<file path="src/rtl/cond_pkg.sv">
// Shared constants for the condition-check / enable-gating block:
// widths, ARM condition encodings and flag bit positions.
package cond_pkg;

    localparam int FLAG_W = 4;
    localparam int COND_W = 4;

    // Flag bit positions inside {N,Z,C,V}
    localparam int FLAG_N = 3;
    localparam int FLAG_Z = 2;
    localparam int FLAG_C = 1;
    localparam int FLAG_V = 0;

    localparam logic [COND_W-1:0] COND_EQ  = 4'b0000;
    localparam logic [COND_W-1:0] COND_NE  = 4'b0001;
    localparam logic [COND_W-1:0] COND_CS  = 4'b0010;
    localparam logic [COND_W-1:0] COND_CC  = 4'b0011;
    localparam logic [COND_W-1:0] COND_MI  = 4'b0100;
    localparam logic [COND_W-1:0] COND_PL  = 4'b0101;
    localparam logic [COND_W-1:0] COND_VS  = 4'b0110;
    localparam logic [COND_W-1:0] COND_VC  = 4'b0111;
    localparam logic [COND_W-1:0] COND_HI  = 4'b1000;
    localparam logic [COND_W-1:0] COND_LS  = 4'b1001;
    localparam logic [COND_W-1:0] COND_GE  = 4'b1010;
    localparam logic [COND_W-1:0] COND_LT  = 4'b1011;
    localparam logic [COND_W-1:0] COND_GT  = 4'b1100;
    localparam logic [COND_W-1:0] COND_LE  = 4'b1101;
    localparam logic [COND_W-1:0] COND_AL  = 4'b1110;
    localparam logic [COND_W-1:0] COND_RSV = 4'b1111;

endpackage

</file>
<file path="src/rtl/cond_logic_if.sv">
// Controller <-> cond_logic signal bundle. The controller/decoder side is
// the master; cond_logic is the slave that returns the gated enables.
interface cond_logic_if;
    import cond_pkg::*;

    logic [COND_W-1:0] Cond;
    logic [FLAG_W-1:0] ALUFlags;
    logic [1:0]        FlagW;
    logic              dec_valid;
    logic              PCS;
    logic              NextPC;
    logic              RegW;
    logic              MemW;
    logic              PCWrite;
    logic              RegWrite;
    logic              MemWrite;
    logic [FLAG_W-1:0] Flags;
    logic              CondEx;

    modport master (
        output Cond, ALUFlags, FlagW, dec_valid, PCS, NextPC, RegW, MemW,
        input  PCWrite, RegWrite, MemWrite, Flags, CondEx
    );

    modport slave (
        input  Cond, ALUFlags, FlagW, dec_valid, PCS, NextPC, RegW, MemW,
        output PCWrite, RegWrite, MemWrite, Flags, CondEx
    );

endinterface

</file>
<file path="src/rtl/cond_check.sv">
// Combinational ARM condition-field evaluator against a {N,Z,C,V} flag set.
// The reserved encoding evaluates to 0 so no X can leak into CondEx.
module cond_check
    import cond_pkg::*;
(
    input  logic [COND_W-1:0] cond_i,
    input  logic [FLAG_W-1:0] flags_i,
    output logic              cond_ok_o
);

    logic n, z, c, v;

    assign n = flags_i[FLAG_N];
    assign z = flags_i[FLAG_Z];
    assign c = flags_i[FLAG_C];
    assign v = flags_i[FLAG_V];

    // Decode the condition field into a pass/fail bit
    always_comb begin
        cond_ok_o = 1'b0;
        case (cond_i)
            COND_EQ:  cond_ok_o = z;
            COND_NE:  cond_ok_o = ~z;
            COND_CS:  cond_ok_o = c;
            COND_CC:  cond_ok_o = ~c;
            COND_MI:  cond_ok_o = n;
            COND_PL:  cond_ok_o = ~n;
            COND_VS:  cond_ok_o = v;
            COND_VC:  cond_ok_o = ~v;
            COND_HI:  cond_ok_o = c & ~z;
            COND_LS:  cond_ok_o = ~c | z;
            COND_GE:  cond_ok_o = (n == v);
            COND_LT:  cond_ok_o = (n != v);
            COND_GT:  cond_ok_o = ~z & (n == v);
            COND_LE:  cond_ok_o = z | (n != v);
            COND_AL:  cond_ok_o = 1'b1;
            COND_RSV: cond_ok_o = 1'b0;
            default:  cond_ok_o = 1'b0;
        endcase
    end

endmodule

</file>
<file path="src/rtl/cond_logic.sv">
// Architectural flag register plus condition latch for the multicycle
// controller. CondEx is captured at decode and gates the PC, register-file,
// memory and flag write enables one cycle later. Condition evaluation only
// ever looks at the registered flags; there is no forwarding from ALUFlags.
module cond_logic
    import cond_pkg::*;
(
    input  logic          clk,
    input  logic          reset_n,
    cond_logic_if.slave   bus
);

    logic [FLAG_W-1:0] flags_q, flags_d;
    logic              cond_ex_q, cond_ex_d;
    logic              cond_ok;
    logic [1:0]        flag_write;

    cond_check u_cond_check (
        .cond_i    (bus.Cond),
        .flags_i   (flags_q),
        .cond_ok_o (cond_ok)
    );

    // Next-state: half-word flag loads gated by CondEx, CondEx reloaded on decode
    always_comb begin
        flag_write = bus.FlagW & {2{cond_ex_q}};
        flags_d    = flags_q;
        if (flag_write[1]) begin
            flags_d[FLAG_N] = bus.ALUFlags[FLAG_N];
            flags_d[FLAG_Z] = bus.ALUFlags[FLAG_Z];
        end
        if (flag_write[0]) begin
            flags_d[FLAG_C] = bus.ALUFlags[FLAG_C];
            flags_d[FLAG_V] = bus.ALUFlags[FLAG_V];
        end
        cond_ex_d = bus.dec_valid ? cond_ok : cond_ex_q;
    end

    // State registers; reset wins over decode and flag writes
    always_ff @(posedge clk) begin
        if (!reset_n) begin
            flags_q   <= '0;
            cond_ex_q <= 1'b0;
        end else begin
            flags_q   <= flags_d;
            cond_ex_q <= cond_ex_d;
        end
    end

    // Enable gating; the fetch PC write is never masked
    assign bus.PCWrite  = (bus.PCS & cond_ex_q) | bus.NextPC;
    assign bus.RegWrite = bus.RegW & cond_ex_q;
    assign bus.MemWrite = bus.MemW & cond_ex_q;
    assign bus.Flags    = flags_q;
    assign bus.CondEx   = cond_ex_q;

endmodule

</file>
<file path="src/flat_wrapper.sv">
// flat-port wrapper written by rule: the top's interface ports become plain ports
module cond_logic_flat import cond_pkg::*;
  (clk, reset_n, bus_Cond, bus_ALUFlags, bus_FlagW, bus_dec_valid, bus_PCS, bus_NextPC, bus_RegW, bus_MemW, bus_PCWrite, bus_RegWrite, bus_MemWrite, bus_Flags, bus_CondEx);
  cond_logic_if bus_i ();
  input  logic clk;
  input  logic reset_n;
  input wire logic [$bits(bus_i.Cond)-1:0] bus_Cond;
  input wire logic [$bits(bus_i.ALUFlags)-1:0] bus_ALUFlags;
  input wire logic [$bits(bus_i.FlagW)-1:0] bus_FlagW;
  input wire logic [$bits(bus_i.dec_valid)-1:0] bus_dec_valid;
  input wire logic [$bits(bus_i.PCS)-1:0] bus_PCS;
  input wire logic [$bits(bus_i.NextPC)-1:0] bus_NextPC;
  input wire logic [$bits(bus_i.RegW)-1:0] bus_RegW;
  input wire logic [$bits(bus_i.MemW)-1:0] bus_MemW;
  output wire logic [$bits(bus_i.PCWrite)-1:0] bus_PCWrite;
  output wire logic [$bits(bus_i.RegWrite)-1:0] bus_RegWrite;
  output wire logic [$bits(bus_i.MemWrite)-1:0] bus_MemWrite;
  output wire logic [$bits(bus_i.Flags)-1:0] bus_Flags;
  output wire logic [$bits(bus_i.CondEx)-1:0] bus_CondEx;
  assign bus_i.Cond = bus_Cond;
  assign bus_i.ALUFlags = bus_ALUFlags;
  assign bus_i.FlagW = bus_FlagW;
  assign bus_i.dec_valid = bus_dec_valid;
  assign bus_i.PCS = bus_PCS;
  assign bus_i.NextPC = bus_NextPC;
  assign bus_i.RegW = bus_RegW;
  assign bus_i.MemW = bus_MemW;
  assign bus_PCWrite = bus_i.PCWrite;
  assign bus_RegWrite = bus_i.RegWrite;
  assign bus_MemWrite = bus_i.MemWrite;
  assign bus_Flags = bus_i.Flags;
  assign bus_CondEx = bus_i.CondEx;
  cond_logic u_core (.clk(clk), .reset_n(reset_n), .bus(bus_i));
endmodule
</file>
<file path="config.mk">
export PLATFORM = sky130hd
export DESIGN_NAME = cond_logic_flat
export DESIGN_NICKNAME = d
export VERILOG_FILES = /design/src/rtl/cond_pkg.sv /design/src/rtl/cond_logic_if.sv /design/src/rtl/cond_check.sv /design/src/rtl/cond_logic.sv /design/src/flat_wrapper.sv
export SDC_FILE = /design/constraint.sdc
export NUM_CORES = 1
export LEC_CHECK = 0
export ABC_AREA = 1
export CAP_MARGIN = 20
export CORE_AREA = 2 2 39 41
export DETAILED_ROUTE_END_ITERATION = 7
export DIE_AREA = 0 0 41 43
export HOLD_SLACK_MARGIN = 0.06
export PLACE_DENSITY = 0.7
export SLEW_MARGIN = 10
export SYNTH_ARGS = -nofsm -noshare
export SYNTH_HDL_FRONTEND = slang
export SYNTH_HIERARCHICAL = 1
export SYNTH_SLANG_ARGS = --single-unit
</file>
<file path="constraint.sdc">
create_clock -name clk -period 2.12 [get_ports clk]
set_clock_uncertainty 0.05 [all_clocks]
set_input_delay 0.424 -clock clk [delete_from_list [all_inputs] [get_ports clk]]
set_output_delay 0.424 -clock clk [all_outputs]
set_load 0.05 [all_outputs]
</file>
==> results <==
[routing by layer]
layer,part of all wire,up-vias
met5,0,-
li1,-,305
met3,0.072,0
met1,0.44,224
met2,0.48,20
met4,0,0
[sequential cells by signal, summed over array words and instances (netlist names)]
signal             cells
u_core/bus.Flags       4
u_core/bus.CondEx      1
[path summary, 6_finish.rpt]
| path | start | endpoint | slack, ps | depth (start not counted) |
|---|---|---|---|---|
| min reg2reg | u_core/bus.Flags[2] | u_core/bus.Flags[2] | 510 | 4 |
| max | u_core/bus.CondEx | bus_CondEx | 130 | 1 |
| min | u_core/bus.Flags[2] | u_core/bus.Flags[2] | 510 | 4 |
| max reg2reg | u_core/bus.Flags[0] | u_core/bus.CondEx | 750 | 11 |
[area by class of cell]
class | instances | area [µm²]
Tap cell | 16 | 20.0
Timing Repair Buffer | 24 | 268
Sequential cell | 5 | 100
Clock buffer | 4 | 26.3
Multi-Input combinational cell | 61 | 272
Fill cell | 145 | 642
Inverter | 15 | 56.3
[tightest hold or removal path, delay by kind of cell, from the launching register on]
| kind | cells | cell delay (ps) |
|---|---|---|
| buf+inv | 1 | 60 |
| flops | 1 | 330 |
| simple gates | 3 | 130 |
[cells by family after synthesis]
logic type,share of synthesized area
AO/OA/AOI/OAI,0.114
AND/OR/NAND/NOR,0.520
buffers and inverters,0.132
flip-flops,0.234
[synth_stat cells]
| cell type | instances | area (µm²) |
|---|---|---|
| nand2_1 | 29 | 109 |
| inv_1 | 13 | 48.8 |
| nor2_1 | 12 | 45.0 |
| nand3_1 | 8 | 40.0 |
| dfxtp_1 | 5 | 100 |
| nor2_2 | 3 | 18.8 |
| inv_2 | 2 | 7.51 |
| o211ai_1 | 2 | 15.0 |
| o21ai_0 | 2 | 10.0 |
| o21ai_1 | 2 | 10.0 |
| a21o_2 | 1 | 8.76 |
| a21oi_1 | 1 | 5.00 |
| nand3_2 | 1 | 10.0 |
[power groups by stage]
stage | combinational [µW] | sequential, µW | clock [µW]
global placement | 156 | 113 | 0
CTS | 158 | 112 | 112
detailed placement | 157 | 113 | 0
floorplan | 63.9 | 134 | 0
finish | 158 | 112 | 108
global route | 173 | 113 | 118
[stage by stage]
| step | area [µm²] | std cells | util | total power, µW |
|---|---|---|---|---|
| after floorplan | 428 | 81 | - | 198 |
| after global placement | 716 | 121 | 0.517 | 269 |
| after detailed placement | 716 | 121 | 0.517 | 271 |
| after CTS | 742 | 125 | 0.536 | 382 |
| after global routing | 742 | 125 | 0.536 | 405 |
| final | 742 | 125 | 0.536 | 378 |
==> summary.md <==
| Metric | Value |
|---|---|
| Status | `finished clean` |
| GRT met2 Usage | `0.234` |
| Leak | `0.000371 µW` |
| Internal power | `244 µW` |
| Via density per instance | `4.39` |
| Core footprint | `1380 µm²` |
| Post-CTS setup buffer count | `0` |
| Startpoint Class | `register` |
| 1st-iter DRT viols | `6` |
| P per Cell Area | `between 500 and 600 nW/µm²` |
| H-tree levels | `1` |
| Dpl ws | `234 ps` |
| Clock buffer depth | `2` |
| Ant diodes | `0` |
| Cells after synthesis | `81` |
| Most common cell after layout, fill and taps aside | `nand2_1` |
| Synth Register Bits | `5` |
| Overall Global Routing Usage | `0.158` |
| Number of CTS-inserted buffers | `3` |
| Post-CTS Resized | `0` |
| First-pass GRT wire length | `1960 µm` |
| Final setup margin | `129 ps` |
| Pins Over Slew Limit | `0` |
| VDD IR max | `0.000287 V` |
| Post-DP HPWL | `901 µm` |
| Final Setup Violations | `0` |
| Sink Count | `5` |
| Sequential power share | `0.296` |
| Worst-Margin Slew | `496 ps` |
| Logic gate share of total power | `0.419` |
| Netlist Area Pre-Place | `428 µm²` |
| Net Switching | `134 µW` |
| DRT Pass-1 Iters | `2` |
| Reg clk slew, reported paths | `40 ps` |
| Initial antenna violation count | `0` |
| Grt peak-use layer | `met2` |
| RSZ-0062 raised after global routing | `no` |
| Port buffer count | `24` |
| Root Driver | `clkbuf_4` |
| HP Class | `register to register` |
| Syn-to-layout area delta | `73.4%` |
| Pin count of the biggest net entering global routing | `8` |
| Vias in the first global route | `510` |
| Arr. time, crit path | `roughly 1500 ps` |
| Crit Path Max Fanout | `7` |
| Worst Path Buf+Inv | `1` |
| Top Ports | `25` |
| Post-layout minimum cycle time | `1990 ps` |
| Routed wire length | `1150 µm` |
| Share of layout cells above drive strength 1 | `0.128` |
| CTS tree | `done` |
| Nets | `127` |
| Max cap viols | `0` |
| DR WL/cell | `9.17 µm` |
| M3 GR Usage | `0.0524` |
| Clk Latency, worst-skew pair | `240 ps` |
| Final hold slack | `509 ps` |
| Met1 Usage GRT | `0.205` |
| Peak Freq | `roughly 0.5 GHz` |
| Critical path's largest stage delay | `between 800 and 900 ps` |
| Register area share after synthesis | `0.234` |
| Die Area | `1760 µm²` |
| Post-route DRC | `0` |
| Setup crit end kind | `primary output` |
| Row Count | `14` |
| Critical path's slowest cell | `clkdlybuf4s50_1` |
| Most frequent cells in the layout | `nand2_1, clkdlybuf4s50_1, inv_1` |
| Hold Vio Cnt, Final | `0` |
| Net Sw Frac | `0.354` |
| Die W | `41 µm` |
| Syn Area/Cell | `around 5.3 µm²` |
| Worst-path cell chain | `clkdlybuf4s50_1` |
| Crit path max-delay family | `buffers and inverters` |
| Global placement routability congestion | `0.715` |
| Worst Path Required | `1650 ps` |
| Via count | `roughly 550` |
| DIE HEIGHT | `43 µm` |
| Clock power frac | `0.286` |
| CP Class | `register to primary output` |
| Hold buffer count at cts | `0` |
| Tcrit/Tclk final | `0.939` |
| Yosys warns | `6` |
| Antenna-violating nets left | `0` |
| Cell variety after synth | `13` |
| Initial Util | `0.309` |
| Mapped Nets | `between 90 and 100` |
| Setup tns final | `0 ps` |
| GRT overflow | `0` |
| Rel. slew slack | `0.668` |
Power figures use the tool's default switching activity.
==> RTL change, RTL diff (same settings) <==
`FLAG_W`: 4 -> 6.
--- a/src/rtl/cond_pkg.sv
+++ b/src/rtl/cond_pkg.sv
@@ -3,5 +3,5 @@
 package cond_pkg;
 
-    localparam int FLAG_W = 4;
+    localparam int FLAG_W = 6;
     localparam int COND_W = 4;
 
Interface: changed (resized bus_ALUFlags and bus_Flags); port bits go from 25 to 29. The function was not compared with the original's and may differ.
==> RTL change against the original RTL <==
Synthesized cell count is 3.7% higher; largest cell class unchanged; area after synthesis is 4.4% higher; total power is 2.6% higher; count of clock-buffer cells in the layout stayed put; wire length is 4.0% lower; maximum frequency is 0.74% lower; sequential cell count stayed put; worst setup slack worse by 0.015 ns; final area is 1.3% higher; sequential share of layout area is 0.18 points lower; via count is 3.5% higher; hold slack better by 0.00059 ns; global-route usage is 0.49 points lower.
==> RTL change: results (changes against the original RTL) <==
Post-synth top cells nand2_1 (29), inv_1 (13), nor2_1 (12); run status finished, final reports clean; unique cell type count in the Yosys netlist 15 (+2); most area-consuming cells after synthesis nand2_1 (24%), dfxtp_1 (22%), inv_1 (11%); post-detailed-placement cell area 726 µm² (+1.4%); antenna violations before repair 0 (unchanged); cell count of the worst hold path 4 (unchanged); final wirelength 1100 µm (-4.0%); 1st-pass router iterations 4 (+2); grt met3 use 0.0471 (-0.00524); hpwl dp 887 µm (-1.5%); synthesized-area fraction occupied by ao, oa, aoi and oai cells 0.109 (-0.00479); remaining antenna violation count 0 (unchanged); total vias in the final route 568 (+3.5%); first-pass GRT wire length 1900 µm (-2.8%); weighted congestion at the end of routability-driven global placement 0.713 (-0.29%); number of nets in the layout 131 (+3.1%); highest ir drop seen on vdd 0.378 mV (+32%); maximum clock insertion buffer count 2 (unchanged); part of the Yosys area used for sequential elements 0.224 (-0.00983); via count of the first global-routing pass 513 (+0.59%); switching power as a share of total power 0.368 (+0.0148); total global routing track utilization 0.154 (-0.00486); met1 global-route usage 0.203 (-0.00256); Static Leakage 0.000376 µW (+1.2%); fraction of layout cells with a size suffix above 1 0.117 (-0.0113); met2 Usage GRT 0.225 (-0.00937)
## RTL change: cells by family after synthesis
family                 Yosys count
and+or+nand+nor                 53
buffers and inverters           17
other                            1
DFF                              5
AOI/OAI and AO/OA                8
## RTL change: per-stage QoR
stage	instances	hold slack (ns)	setup WS (ns)
finish	127	0.510	0.114
global route	127	0.556	0.0665
CTS	127	0.519	0.0901
detailed placement	123	0.507	0.231
global placement	123	0.493	0.220
floorplan	85	0.494	0.525
## RTL change: worst paths after layout
| kind | startpoint | endpoint | slack, ns |
|---|---|---|---|
| max | u_core/bus.Flags[0]$_SDFFE_PN0P_ | bus_Flags[0] | 0.11 |
| min | u_core/bus.Flags[3]$_SDFFE_PN0P_ | u_core/bus.Flags[3]$_SDFFE_PN0P_ | 0.51 |
| max reg2reg | u_core/bus.Flags[0]$_SDFFE_PN0P_ | u_core/bus.CondEx$_SDFFE_PN0P_ | 0.78 |
| min reg2reg | u_core/bus.Flags[3]$_SDFFE_PN0P_ | u_core/bus.Flags[3]$_SDFFE_PN0P_ | 0.51 |
## RTL change: final cells by class
| class | count | area share |
|---|---|---|
| tap | 16 | 0.0266 |
| clock buffer | 4 | 0.0349 |
| inverter | 15 | 0.0749 |
| multi-input combinational | 63 | 0.371 |
| timing repair buffer | 24 | 0.359 |
| sequential | 5 | 0.133 |
## RTL change: metal layers
metal  vias to the layer above  part of all wire
met5                         -                 0
li1                        306                 -
met4                         0                 0
met2                        22              0.47
met1                       240              0.46
met3                         0             0.070
## RTL change: power groups by stage
stage                     registers (µW)  logic (µW)  clock network, µW
after global placement               113         164                  0
after detailed placement             113         165                  0
after CTS                            112         166                117
after floorplan                      134        74.5                  0
final                                111         165                111
after global routing                 113         181                120
